==> src/rtl/if_prefetch_stage_if.sv <==
// if_prefetch_stage_if
// Bundles the fetch stage's external signals: the instruction-memory read
// port, the decode-side valid/ready handshake, and the branch/jump redirect.
//
// Signals
//   redirect_valid / redirect_addr : taken branch/jump and its target
//   imem_req / imem_addr           : read request and its address
//   imem_rdata                     : read data for the previous cycle's request
//   out_valid / out_ready          : decode handshake for the queue head
//   out_instr / out_pc / out_pc_next : head instruction, its address, address + step
//
// Modports
//   master : the fetch stage
//   slave  : the environment (memory, decode, branch unit)
interface if_prefetch_stage_if #(
  parameter int DATA_WIDTH = 16,
  parameter int ADDR_WIDTH = 16
);
  logic                  redirect_valid;
  logic [ADDR_WIDTH-1:0] redirect_addr;
  logic                  imem_req;
  logic [ADDR_WIDTH-1:0] imem_addr;
  logic [DATA_WIDTH-1:0] imem_rdata;
  logic                  out_valid;
  logic                  out_ready;
  logic [DATA_WIDTH-1:0] out_instr;
  logic [ADDR_WIDTH-1:0] out_pc;
  logic [ADDR_WIDTH-1:0] out_pc_next;

  modport master (
    input  redirect_valid, redirect_addr, imem_rdata, out_ready,
    output imem_req, imem_addr, out_valid, out_instr, out_pc, out_pc_next
  );

  modport slave (
    output redirect_valid, redirect_addr, imem_rdata, out_ready,
    input  imem_req, imem_addr, out_valid, out_instr, out_pc, out_pc_next
  );
endinterface

==> src/rtl/if_prefetch_stage.sv <==
// if_prefetch_stage
// Instruction-fetch stage: PC generator, synchronous-read instruction-memory
// port and a DEPTH-entry prefetch queue feeding decode through valid/ready.
// A redirect flushes every fetched-but-unconsumed instruction and restarts
// fetching at the target.
//
// Ports
//   clock   : single clock, all state updates on the rising edge
//   reset_n : asynchronous active-low reset
//   bus     : if_prefetch_stage_if.master (imem port, decode handshake, redirect)
module if_prefetch_stage #(
  parameter int                    DATA_WIDTH = 16,
  parameter int                    ADDR_WIDTH = 16,
  parameter int                    DEPTH      = 4,
  parameter int                    PC_STEP    = 2,
  parameter logic [ADDR_WIDTH-1:0] RESET_PC   = '0
) (
  input  logic                 clock,
  input  logic                 reset_n,
  if_prefetch_stage_if.master  bus
);

  localparam int CW = $clog2(DEPTH + 1);
  localparam int PW = (DEPTH > 1) ? $clog2(DEPTH) : 1;

  logic [ADDR_WIDTH-1:0] fetch_pc;
  logic                  inflight;
  logic [ADDR_WIDTH-1:0] inflight_pc;
  logic                  discard;

  logic [DATA_WIDTH-1:0] q_instr [DEPTH];
  logic [ADDR_WIDTH-1:0] q_pc    [DEPTH];
  logic [PW-1:0]         rd_ptr;
  logic [PW-1:0]         wr_ptr;
  logic [CW-1:0]         count;

  logic [CW:0]           pending;
  logic                  issue_en;
  logic                  push_en;
  logic                  pop_en;

  // Credit: queued entries plus the one possibly in flight must leave room,
  // so a returning read can never find the queue full.
  assign pending  = {1'b0, count} + {{CW{1'b0}}, inflight};
  assign issue_en = (pending < (CW + 1)'(DEPTH)) && !bus.redirect_valid && reset_n;

  // Redirect outranks both queue operations; the handshake in a redirect
  // cycle is squashed along with the queue contents.
  assign push_en  = inflight && !discard && !bus.redirect_valid;
  assign pop_en   = (count != '0) && bus.out_ready && !bus.redirect_valid;

  // Pointer wrap at DEPTH, not at a power of two.
  function automatic logic [PW-1:0] ptr_inc(input logic [PW-1:0] p);
    return (p == PW'(DEPTH - 1)) ? '0 : p + 1'b1;
  endfunction

  always_ff @(posedge clock or negedge reset_n) begin
    if (!reset_n) begin
      fetch_pc    <= RESET_PC;
      inflight    <= 1'b0;
      inflight_pc <= RESET_PC;
      discard     <= 1'b0;
      rd_ptr      <= '0;
      wr_ptr      <= '0;
      count       <= '0;
    end else begin
      if (bus.redirect_valid) begin
        fetch_pc <= bus.redirect_addr;
      end else if (issue_en) begin
        fetch_pc <= fetch_pc + ADDR_WIDTH'(PC_STEP);
      end

      inflight <= issue_en;
      if (issue_en) begin
        inflight_pc <= fetch_pc;
      end

      // Marks a return that still belongs to the flushed stream.
      discard <= bus.redirect_valid && inflight;

      if (bus.redirect_valid) begin
        rd_ptr <= '0;
        wr_ptr <= '0;
        count  <= '0;
      end else begin
        if (push_en) begin
          wr_ptr <= ptr_inc(wr_ptr);
        end
        if (pop_en) begin
          rd_ptr <= ptr_inc(rd_ptr);
        end
        if (push_en && !pop_en) begin
          count <= count + 1'b1;
        end else if (pop_en && !push_en) begin
          count <= count - 1'b1;
        end
      end
    end
  end

  // Queue storage carries no reset; its contents only matter while count
  // says they are live.
  always_ff @(posedge clock) begin
    if (push_en) begin
      q_instr[wr_ptr] <= bus.imem_rdata;
      q_pc[wr_ptr]    <= inflight_pc;
    end
  end

  assign bus.imem_req    = issue_en;
  assign bus.imem_addr   = fetch_pc;
  assign bus.out_valid   = (count != '0);
  assign bus.out_instr   = q_instr[rd_ptr];
  assign bus.out_pc      = q_pc[rd_ptr];
  assign bus.out_pc_next = q_pc[rd_ptr] + ADDR_WIDTH'(PC_STEP);

endmodule

==> src/flat_wrapper.sv <==
// flat-port wrapper written by rule: the top's interface ports become plain ports
module if_prefetch_stage_flat 
#(
  parameter int                    DATA_WIDTH = 16,
  parameter int                    ADDR_WIDTH = 16,
  parameter int                    DEPTH      = 4,
  parameter int                    PC_STEP    = 2,
  parameter logic [ADDR_WIDTH-1:0] RESET_PC   = '0
)
  (clock, reset_n, bus_redirect_valid, bus_redirect_addr, bus_imem_rdata, bus_out_ready, bus_imem_req, bus_imem_addr, bus_out_valid, bus_out_instr, bus_out_pc, bus_out_pc_next);
  if_prefetch_stage_if #(.DATA_WIDTH(DATA_WIDTH), .ADDR_WIDTH(ADDR_WIDTH)) bus_i ();
  input  logic clock;
  input  logic reset_n;
  input wire logic [$bits(bus_i.redirect_valid)-1:0] bus_redirect_valid;
  input wire logic [$bits(bus_i.redirect_addr)-1:0] bus_redirect_addr;
  input wire logic [$bits(bus_i.imem_rdata)-1:0] bus_imem_rdata;
  input wire logic [$bits(bus_i.out_ready)-1:0] bus_out_ready;
  output wire logic [$bits(bus_i.imem_req)-1:0] bus_imem_req;
  output wire logic [$bits(bus_i.imem_addr)-1:0] bus_imem_addr;
  output wire logic [$bits(bus_i.out_valid)-1:0] bus_out_valid;
  output wire logic [$bits(bus_i.out_instr)-1:0] bus_out_instr;
  output wire logic [$bits(bus_i.out_pc)-1:0] bus_out_pc;
  output wire logic [$bits(bus_i.out_pc_next)-1:0] bus_out_pc_next;
  assign bus_i.redirect_valid = bus_redirect_valid;
  assign bus_i.redirect_addr = bus_redirect_addr;
  assign bus_i.imem_rdata = bus_imem_rdata;
  assign bus_i.out_ready = bus_out_ready;
  assign bus_imem_req = bus_i.imem_req;
  assign bus_imem_addr = bus_i.imem_addr;
  assign bus_out_valid = bus_i.out_valid;
  assign bus_out_instr = bus_i.out_instr;
  assign bus_out_pc = bus_i.out_pc;
  assign bus_out_pc_next = bus_i.out_pc_next;
  if_prefetch_stage #(.DATA_WIDTH(DATA_WIDTH), .ADDR_WIDTH(ADDR_WIDTH), .DEPTH(DEPTH), .PC_STEP(PC_STEP), .RESET_PC(RESET_PC)) u_core (.clock(clock), .reset_n(reset_n), .bus(bus_i));
endmodule
==> config.mk <==
export PLATFORM = sky130hd
export DESIGN_NAME = if_prefetch_stage_flat
export DESIGN_NICKNAME = d
export VERILOG_FILES = /design/src/rtl/if_prefetch_stage_if.sv /design/src/rtl/if_prefetch_stage.sv /design/src/flat_wrapper.sv
export SDC_FILE = /design/constraint.sdc
export NUM_CORES = 1
export LEC_CHECK = 0
export ABC_AREA = 1
export BUFFER_PORTS_ARGS = -buffer_cell sky130_fd_sc_hd__buf_4
export CORE_UTILIZATION = 35
export DETAILED_ROUTE_END_ITERATION = 10
export REMOVE_ABC_BUFFERS = 1
export SLEW_MARGIN = 5
export SYNTH_ARGS = -nofsm -noshare
export SYNTH_HDL_FRONTEND = slang
export SYNTH_SLANG_ARGS = --single-unit
==> constraint.sdc <==
create_clock -name clock -period 5.2 [get_ports clock]
set_input_delay 1.04 -clock clock [delete_from_list [all_inputs] [get_ports clock]]
set_output_delay 1.04 -clock clock [all_outputs]
set_load 0.1 [all_outputs]
# --- Word-level counts from Yosys, hierarchy flattened ---
# Memories as Yosys holds them, arrays and structs flattened.
# Cells that the tools add are included.
word_totals:
  reg_bits: 41
  latchBits: 0
  ramBits: 128
  mem_bits_ro: 0
  in_bits: 36
  elab_cells: 50
  n_memories: 2
classes:
  n_addsub: 7
  mul: 0
  n_div: 0
  n_lt_le_gt_ge: 1
  n_eq_ne: 2
  shifts: 0
  mux: 13
  bitwise_logic: 0
  n_reduce_logical: 18
mem_list:
  columns: ["name", "depth", "word_bits", "rd", "rd_ports_with_merged_regs", "write_ports", "line", "source"]
  rows:
  - ["u_core.q_instr", 4, 16, 1, 0, 1, "if_prefetch_stage.sv:31", "logic [DATA_WIDTH-1:0] q_instr [DEPTH];"]
  - ["u_core.q_pc", 4, 16, 1, 0, 1, "if_prefetch_stage.sv:32", "logic [ADDR_WIDTH-1:0] q_pc [DEPTH];"]
ops:
  columns: ["op", "count"]
  rows:
  - ["$add A16 B2 Y16 const B", 2]
  - ["$mux W16", 2]
  - ["$mux W2", 6]
  - ["$logic_and A1 B1 Y1", 9]
  - ["$mux W3", 3]
  - ["$reduce_bool A2 Y1", 3]
  - ["$reduce_bool A3 Y1", 2]
  - ["$add A2 B1 Y2 const B", 2]
  - ["$add A3 B1 Y4", 1]
  - ["$eq A2 B2 Y1 const B", 2]
  - ["$logic_not A1 Y1", 4]
  - ["$lt A4 B3 Y1 const B", 1]
  - ["$add A3 B1 Y3 const B", 1]
  - ["$sub A3 B1 Y3 const B", 1]
  - ["$mux W1", 2]

# --- Longest topological paths before layout ---
logic_depth:
  depth_word: 8
  depth_mapped: 12
  ltp_nobuf: 11

# --- Worst setup path before layout ---
# No wires, ideal clock.
synth_timing:
  path_kind: "register -> output"
  start: "register u_core.rd_ptr[0]"
  end: "output port bus_out_pc_next[5]"
  t_arrival_ps: 4284
  path_slack_ps: -124
  path_stages_with_launch: 11
  path_cell_list: "dfrtp_1 -> inv_2 -> buf_6 -> nand2_1 -> nand3_1 -> nand2_1 -> inv_1 -> ha_1 -> nand2_1 -> nor2_2 -> xor2_1"
synth_between:
  elab_chain_len: 2
synth_rtl:
  columns: ["item", "line", "source"]
  rows:
  - ["start, declared", "if_prefetch_stage.sv:33", "logic [PW-1:0] rd_ptr;"]
  - ["start signal, assigned", "if_prefetch_stage.sv:90", "rd_ptr <= ptr_inc(rd_ptr);"]
  - ["$mem_v2 Z4 W16", null, null]
  - ["named net bus_out_pc[1]", "flat_wrapper.sv:22", "output wire logic [$bits(bus_i.out_pc)-1:0] bus_out_pc;"]
  - ["$add A16 B2 Y16", "if_prefetch_stage.sv:115", "assign bus.out_pc_next = q_pc[rd_ptr] + ADDR_WIDTH'(PC_STEP);"]
  - ["end, declared", "flat_wrapper.sv:23", "output wire logic [$bits(bus_i.out_pc_next)-1:0] bus_out_pc_next;"]
# The timed path passes the listed nets, and every way through them passes these cells.

# --- Worst setup path after layout ---
layout_timing:
  start: "register u_core.rd_ptr[0]"
  end: "output port bus_out_pc_next[7]"
layout_between:
  elab_chain_len: 2
layout_rtl:
  columns: ["item", "line"]
  rows:
  - ["$mem_v2 Z4 W16", null]
  - ["$add A16 B2 Y16", "if_prefetch_stage.sv:115"]
# No other way between the ends.

==> metrics <==
outcome=finished clean; Core Area=0.0210 mm^2; share of layout cells above drive strength 1=0.228; Worst-Skew Late Latency=420 ps; vias in the first global route=5080; hold path cells=2; detailed-route wire length per cell=15.2 um; time the worst path needs with I/O delays and setup=4100 ps; DIE HEIGHT=about 150 um; total power=5370 uW; Total Routed Length=~17000 um; Setup crit end kind=primary output; R2R Setup Slk=2940 ps; Buffers on Ports=101; CTS resizes=0; FFs w/ async S/R, synth=0.243; number of flops mapped to enable cells by yosys=about 130; Synth top area share=0.512; synthesis-to-layout area growth=20.6%; Residual DRC=0; Leak=0.00365 uW; Avg Vias per Cell=4.79; Slew Viols, Final=0; hold buffers post-CTS=0; first-pass GRT wire length=26800 um; max incr delay on CP=roughly 580 ps; post-CTS setup buffers=0; data required time of the critical path=4160 ps; clock root buffer=clkbuf_16; data arrival time of the worst path=3060 ps; initial antenna violation count=0; detailed placement HPWL=approximately 11000 um; total number of vias=around 5.2k; Worst Setup Path Type=register to primary output; post-route ant nets=0; most common cell in the synthesized netlist=nand2_1; post-synthesis cell type count=32; effective utilization at floorplan=0.357; final hold violation count=0; Final #Nets=849; Fin Hold WS=~510 ps; max-cap viol count=0; antenna diode count=0; Rows=53; filler cell count=2000; crit path launch type=register; die width=148 um; top cell type by total area after synthesis=edfxtp_1; Iter 0 DRT Violations=about 300; FF-to-FF path depth=5; Commonest cells post-synth=nand2_1 (186), edfxtp_1 (128), nor2_1 (70); Slew Limit Headroom=0.231; io pins=between 100 and 150; Synth area leaders=edfxtp_1 (51%), dfrtp_1 (14%), nand2_1 (9.3%); Final period util=0.788; die area=0.0220 mm^2; RSZ-0062 raised after global routing=no; Cells after Synth=712; Mean Syn Cell Area=10.5 um^2; CTS Sinks=between 150 and 200; worst-margin pin slew=~1200 ps; sequential fraction of the synthesis area=0.649; GR Util All Layers=0.160; Synth Cell Area=0.00751 mm^2; maximum fanout along the worst path=65; H-Tree Depth=4; CTS tree=yes; min-delay worst type=register to register; Endpoint, Worst Hold=u_core.discard; Worst Min Path Start=u_core.inflight; Crit-path slowest cell=buf_4; DR pass1 iterations=5; setup_tns=0 ps; Finished Core Util=0.431; r2r endpoint=u_core.q_instr[0][2]; largest net degree at the start of global routing=66; Synth Warn #=0; PD cells=592 mW/mm^2; crit-path cells=buf_4, nand2_1, nand3_1, nand2_1, inv_1, ha_1, inv_1, nor2_2, xor2_1, buf_4; reg2reg start=u_core.discard; clock-pin slew on the worst setup and hold paths=about 70 ps; GRT Residual Overflow=0; Max Fclk=0.244 GHz; # setup viols final=0; cts bufs inserted=17; RD Place Congestion=approximately 0.79; synthesized flop and latch total=169; clock skew=7.28 ps; VDD IR-drop max=249 uV; Max Root-Sink Buffers=2; Synth Flop Type=edfxtp_1
[report_power, final]
| group | leakage, uW | internal (uW) | switching (uW) |
|---|---|---|---|
| logic | 0.00170 | 450 | 1900 |
| clock network | 0.000285 | 679 | 558 |
| registers | 0.00167 | 1640 | 128 |
[through the flow]
stage / cell area (um^2) / worst slack (ps) / instances
CTS: 9060 / 1060 / 1094
global placement: 8480 / 1540 / 1062
finish: 9060 / 1100 / 1094
floorplan: 7300 / -1570 / 681
detailed placement: 8480 / 1510 / 1062
global route: 9060 / 800 / 1094
[placed cells by master, fill, tap and decap left out, types with 4 or more instances in the layout]
cell type  netlist  final
a21oi_1          4      4
buf_4            5    106
clkbuf_16        0     17
dfrtp_1         41     40
edfxtp_1       128    128
ha_1             6      6
inv_1           41     41
inv_2            5      5
inv_6            0      6
nand2_1        186    186
nand2_2         18     18
nand3_1         48     48
nand3_2          5      5
nand4_1          5      5
nor2_1          70     66
nor2_2          12     12
nor2_4           2      6
o211ai_1         5      5
o21ai_0         61     61
o22ai_1         19     19
xor2_1          10     10
[flip-flops by register name, summed over array words and instances (netlist names)]
register,flops
u_core.discard,1
u_core.wr_ptr,2
u_core.count,3
u_core.inflight,1
u_core.inflight_pc,16
u_core.q_instr,64
u_core.q_pc,64
u_core.rd_ptr,2
u_core.bus.imem_addr,16
[cell families (layout without fill, tap and decap cells)]
kind of cell,count (synthesis),in the layout,share of synthesized area
compound gates,94,94,0.0705
flops,169,169,0.649
xor+xnor,11,11,0.0128
fa+ha+maj,7,7,0.0127
simple gates,352,352,0.204
buf+inv,79,186,0.0515
[cell type report]
cell class                      instances  area (um^2)  area share
Sequential cell                       169         4870       0.538
Multi-Input combinational cell        464         2280       0.252
Timing Repair Buffer                  106          796      0.0879
Clock buffer                           17          425      0.0470
Tap cell                              275          344      0.0380
Inverter                               48          180      0.0199
Clock inverter                         15          155      0.0171
[worst max-delay path, delay by kind of cell, from the launching register on]
kind | cells | cell delay, ps
AND/OR/NAND/NOR | 4 | 540
XOR/XNOR | 1 | 230
flip-flops | 1 | 360
buffers and inverters | 4 | 1200
adder cells (fa/ha/maj) | 1 | 270
[metal layers]
layer / vias to the layer above / global-route usage / part of all wire
li1: 2611 / - / -
met1: 2472 / 0.226 / 0.47
met2: 140 / 0.246 / 0.46
met3: 13 / 0.0353 / 0.057
met4: 0 / 0.0510 / 0.011
met5: - / 0 / 0
[worst max-delay path by stage]
| stage | start | endpoint | slack [ps] | cells after the start |
|---|---|---|---|---|
| 2_1_floorplan | u_core.rd_ptr[0] | bus_out_pc_next[5] | -1570 | 9 |
| 3_3_place_gp | reset_n | bus_imem_req | 1540 | 5 |
| 3_5_place_dp | reset_n | bus_imem_req | 1510 | 5 |
| 4_1_cts | u_core.rd_ptr[0] | bus_out_pc_next[7] | 1060 | 10 |
| 5_1_grt | u_core.rd_ptr[0] | bus_out_pc_next[5] | 800 | 10 |
| 6_report | u_core.rd_ptr[0] | bus_out_pc_next[7] | 1100 | 10 |
Note: power is estimated with default switching activity, not from simulation.
